--- src/rtl/pio_host_seq.sv ---
// pio_host_seq: host-side sequencer for the PIO host port.
// Streams the program image into instruction memory, replays the config
// list, then feeds a valid/ready byte stream into one SM's TX FIFO,
// pushing at most once every PACE cycles while that FIFO is not full.
module pio_host_seq #(
  parameter int PROG_LEN = 32,
  parameter int CONF_LEN = 5,
  parameter int PACE     = 4096,
  parameter int SM       = 0
) (
  input  logic        clk_25mhz,
  input  logic        reset,
  output logic [4:0]  prog_addr,
  input  logic [15:0] prog_data,
  output logic [4:0]  conf_addr,
  input  logic [35:0] conf_data,
  input  logic        s_valid,
  input  logic [7:0]  s_data,
  output logic        s_ready,
  input  logic [3:0]  tx_full,
  output logic [3:0]  action,
  output logic [4:0]  index,
  output logic [31:0] din,
  output logic [1:0]  mindex,
  output logic        load_done,
  output logic [7:0]  stalled
);

  localparam int            PW    = (PACE > 1) ? $clog2(PACE) : 1;
  localparam logic [4:0]    PLAST = 5'(PROG_LEN - 1);
  localparam logic [4:0]    CLEN  = 5'(CONF_LEN);
  localparam logic [PW-1:0] PMAX  = PW'(PACE - 1);
  localparam logic [3:0]    SMSEL = 4'(1 << SM);

  typedef enum logic [1:0] {S_LOAD, S_CONF, S_RUN} state_t;

  state_t        r_state;
  logic [4:0]    r_pindex;
  logic [4:0]    r_cindex;
  logic [PW-1:0] r_pcnt;
  logic [3:0]    r_action;
  logic [4:0]    r_index;
  logic [31:0]   r_din;
  logic          r_load_done;
  logic [7:0]    r_stalled;

  logic w_opp;
  logic w_full;
  logic w_hs;

  // Push opportunity once per PACE cycles in RUN; only our SM's full flag
  // matters (masking keeps the other flags out of the decision).
  assign w_opp  = (r_state == S_RUN) && (r_pcnt == '0);
  assign w_full = |(tx_full & SMSEL);
  assign w_hs   = s_valid && s_ready;

  assign s_ready   = w_opp && !w_full;
  assign prog_addr = r_pindex;
  assign conf_addr = r_cindex;
  assign mindex    = 2'(SM);
  assign action    = r_action;
  assign index     = r_index;
  assign din       = r_din;
  assign load_done = r_load_done;
  assign stalled   = r_stalled;

  // Sequencer: LOAD -> CONF -> RUN with all host-port outputs registered.
  always_ff @(posedge clk_25mhz) begin
    if (reset) begin
      r_state     <= S_LOAD;
      r_pindex    <= '0;
      r_cindex    <= '0;
      r_pcnt      <= '0;
      r_action    <= '0;
      r_index     <= '0;
      r_din       <= '0;
      r_load_done <= 1'b0;
      r_stalled   <= '0;
    end else begin
      case (r_state)
        S_LOAD: begin
          r_action <= 4'd1;
          r_index  <= r_pindex;
          r_din    <= {16'h0, prog_data};
          r_pindex <= r_pindex + 5'd1;
          if (r_pindex == PLAST) r_state <= S_CONF;
        end
        S_CONF: begin
          r_index <= '0;
          if (r_cindex == CLEN) begin
            // Trailing NOP cycle; din keeps the last config data.
            r_action    <= 4'd0;
            r_load_done <= 1'b1;
            r_state     <= S_RUN;
          end else begin
            r_action <= conf_data[35:32];
            r_din    <= conf_data[31:0];
            r_cindex <= r_cindex + 5'd1;
          end
        end
        S_RUN: begin
          r_pcnt <= (r_pcnt == PMAX) ? '0 : r_pcnt + PW'(1);
          if (w_hs) begin
            r_action <= 4'd4;
            r_din    <= {24'h0, s_data};
          end else begin
            r_action <= 4'd0;
          end
          if (w_opp && s_valid && w_full && r_stalled != 8'hFF)
            r_stalled <= r_stalled + 8'd1;
        end
        default: r_state <= S_LOAD;
      endcase
    end
  end

endmodule

--- config.mk ---
export PLATFORM = sky130hd
export DESIGN_NAME = pio_host_seq
export DESIGN_NICKNAME = d
export VERILOG_FILES = /design/src/rtl/pio_host_seq.sv
export SDC_FILE = /design/constraint.sdc
export NUM_CORES = 1
export LEC_CHECK = 0
export CAP_MARGIN = 30
export CORE_UTILIZATION = 45
export DETAILED_ROUTE_END_ITERATION = 8
export GPL_TIMING_DRIVEN = 0
export PLACE_DENSITY = 0.81
export SLEW_MARGIN = 40
export SYNTH_ARGS = -nofsm -noshare
export SYNTH_HDL_FRONTEND = slang
export SYNTH_SLANG_ARGS = --single-unit
export TNS_END_PERCENT = 5
--- constraint.sdc ---
create_clock -name clk_25mhz -period 2.7 [get_ports clk_25mhz]
set_input_delay 0.27 -clock clk_25mhz [delete_from_list [all_inputs] [get_ports clk_25mhz]]
set_output_delay 0.27 -clock clk_25mhz [all_outputs]
set_load 0.05 [all_outputs]
==> summary.txt <==
Power and ir drop
  • Leakage power: 1.79 nW
  • Total Power: 2.20 mW
  • P per Cell Area: 434 nW/um^2
  • Peak supply drop: 212 uV

Timing
  • Final hold vios: 0
  • Highest clock rate: 379 MHz
  • Count of pins over their slew limit: 0
  • RSZ-0062 raised after global routing: true
  • Relative slew slack: 56.7%
  • Tcrit/Tclk final: 97.7%
  • Final setup viols: 0
  • Hold slack: 461 ps
  • Min cycle time layout: 2640 ps
  • Final WS setup: 61.0 ps
  • Final Skew: 9.36 ps
  • Worst-margin pin slew: 649 ps

Worst setup path
  • FF-to-FF setup slack: 60 ps
  • Max FO, Critical Path: 10
  • Startpoint Class: flop
  • Reg2reg end: din[30]
  • Endpoint class of the critical path: flop
  • Worst R2R Path Depth: 7
  • Critical R2R Launch: r_state[0]
  • CP Data Required Time: 2980 ps
  • WS Path Type: flop to flop
  • CP arrival: 2910 ps

GRT
  • Initial antenna violation count: 0
  • Vias in the first global route: 3484
  • Remaining Overflow, GRT: 0
  • Largest net degree at the start of global routing: 12
  • Tot GR Track Use: 25.1%
  • First-pass GRT wire length: 16600 um

Floorplanning
  • I/O pins: 130
  • Die height: 90.6 um
  • Die Area: 8210 sq um
  • Initial Util: 47.7%
  • Die Wd: 90.6 um
  • Num rows: 31
  • Core ar.: 7410 sq um

Synth
  • Yosys top cell by area: dfxtp_1
  • Post-synthesis compound-gate area fraction: 19.3%
  • Largest family of logic cells by synthesized area: simple AND/OR/NAND/NOR gates
  • Top post-synthesis cells by area: dfxtp_1 (42%), a21oi_1 (6.2%), nand4_1 (4.2%), a211oi_1 (4.0%), nor2_1 (4.0%)
  • Post-Synth Adder-Cell Area: 3.90%
  • Synth Cell Area: 3530 sq um
  • Post-Synth XOR/XNOR Area: 4.21%
  • Mux contribution to synthesized area: 2.58%
  • Yosys cell types: 45
  • Seq/Total Area, Yosys: 41.9%
  • Asr flop ratio synth: 0%
  • YS warnings: 0
  • Synth Area in Simple Gates: 22.7%
  • EDFF count, synth: 0
  • Ys flop type: dfxtp_1
  • FF+latch count, synth: 74
  • Avg Synthesized Cell Area: 8.53 sq um
  • Mapped Cells: 414
  • Share of the synthesized area in the top cell type: 41.9%

Min path
  • Hold_sp: reset
  • Worst Hold Class: input pin to flop
  • Worst Hold End: stalled[5]
  • WHS Path Cells: 3

Drt
  • DRT antenna net count: 0
  • # DRC: 0
  • DRT iter0 DRCs: 189
  • Drt wl/cell: 15.6 um
  • Vias per cell: 5.56
  • Vias: 3620
  • Total wire length: 10200 um
  • DRT Pass-1 Iters: 4

CTS
  • CTS H-tree lvls: 3
  • Postcts setup bufs: 0
  • Clock-pin slew on the worst setup and hold paths: 70 ps
  • CTS tree: built
  • CTS Buf Count: 9
  • CTS Root Cell: clkbuf_8
  • CTS sink cnt: 74
  • Hold buffers post-CTS: 0
  • CTS max path bufs: 2
  • Clock Latency Late Sink: 340 ps

Final layout
  • Final Non-Filler Cells: 651
  • NumNets Final: 627
  • Layout cells sized above 1: 5.25%
  • Register area: 1480 sq um
  • P&R area growth vs syn: 43.8%
  • N_diodes: 0
  • Fill cell total of the finished layout: 615
  • Fin util: 68.6%
  • Area occupied by multi-input gates: 1880 sq um

Placed design
  • Placed Instances: 637
  • DP Worst Slack: -14.2 ps
  • Placer Congestion: 0.856
  • IO buf count: 123
  • Detailed Place HPWL: 7650 um

Outcome
  • Status: finished clean

Job
  • Max cap viols: 0
state kept, by name, indices dropped and copies added (netlist names):
signal     flops
load_done      1
index          5
stalled        8
prog_addr      5
din           32
action         4
r_pcnt        12
r_state        2
conf_addr      5
logic make-up (layout without fill, tap and decap cells):
family,count (synthesis),count (layout)
compound gates,112,112
xor+xnor,17,17
fa+ha+maj,11,11
buf+inv,45,182
flops,74,74
mux,9,9
other cells,1,2
simple gates,145,145
where the power goes:
part           internal [mW]  switching [mW]
registers               1.11          0.0147
clock network          0.412           0.385
logic                  0.139           0.142
total                   1.66           0.542
worst max-delay path by stage:
stage | startpoint | endpoint | slack, ps
finish | r_state[0] | din[30] | 60
global route | r_state[0] | din[30] | -80
CTS | r_state[0] | din[26] | 60
detailed placement | r_state[0] | din[14] | -10
global placement | r_state[0] | din[3] | 10
floorplan | r_state[0] | stalled[5] | 340
timing repair:
item,4_1_cts,5_1_grt
setup endpoints to repair,11,24
cloned,0,0
resized for setup,2,5
final cells by class:
| class | count | share of cell area [%] |
|---|---|---|
| multi-input cells | 296 | 37.1 |
| flip-flops and latches | 74 | 29.2 |
| repair buffers | 123 | 24.2 |
| plain buffers | 36 | 3.05 |
| clock buffers | 10 | 2.51 |
| well taps | 99 | 2.44 |
| clock inverters | 4 | 0.887 |
| inverters | 9 | 0.665 |
metal layers:
layer,share of wire [%],wire [um],track usage [%],vias up
met4,3.5,351,14.0,0
met5,0,0,0,-
met1,43,4390,31.1,1691
li1,-,-,-,1770
met2,48,4850,41.6,130
met3,5.6,566,3.87,29
cell usage in the layout (no fill, tap or decap), types with 3 or more instances in the layout:
master / count
a22oi_1: 8
and3_1: 4
nand4_1: 24
nand2b_1: 9
dfxtp_1: 74
clkdlybuf4s50_1: 122
o21ai_0: 26
or4_1: 4
nor4_1: 4
xnor2_1: 9
nand3_1: 15
clkbuf_8: 9
ha_1: 11
inv_1: 9
nor2_1: 37
xor2_1: 8
clkinv_2: 3
o31ai_1: 5
mux2i_1: 8
a21oi_1: 44
nand2_1: 10
a211oi_1: 19
clkbuf_1: 25
nor2b_1: 11
nor3_1: 9
buf_1: 5
synth_stat cells, types with 2 or more instances:
cell type and instances:
xnor2_1 9, dfxtp_1 74, inv_1 9, nand3_1 15, mux2i_1 8, a31o_2 2, a211oi_1 19, a22oi_1 8
or4_1 4, and4_1 2, nand4b_1 2, or4_4 2, nor4_1 5, o21ai_0 26, or4b_1 2, clkbuf_1 26
ha_1 11, nor2b_1 11, nand2_1 10, buf_1 5, o31ai_1 5, a31oi_1 2, nand2b_1 9, buf_4 2
or3_1 2, and3_1 4, a32o_1 2, buf_2 2, and2_1 2, nor3_1 9, nand4_1 24, nor2_1 38
xor2_1 8, a21oi_1 44
critical path, cell delays in order (launching register included):
cell	delay (ps)
dfxtp_1	350
inv_1	90
ha_1	210
or4b_1	560
o41ai_2	580
clkbuf_1	440
nand4_1	170
a21oi_1	170
through the flow:
stage	TNS [ps]	instance area, sq um
after floorplan	0	3540
after global placement	0	4900
after detailed placement	-46.1	4900
after CTS	0	5070
after global routing	-309	5080
final	0	5080
Note: power is estimated with default switching activity, not from simulation.
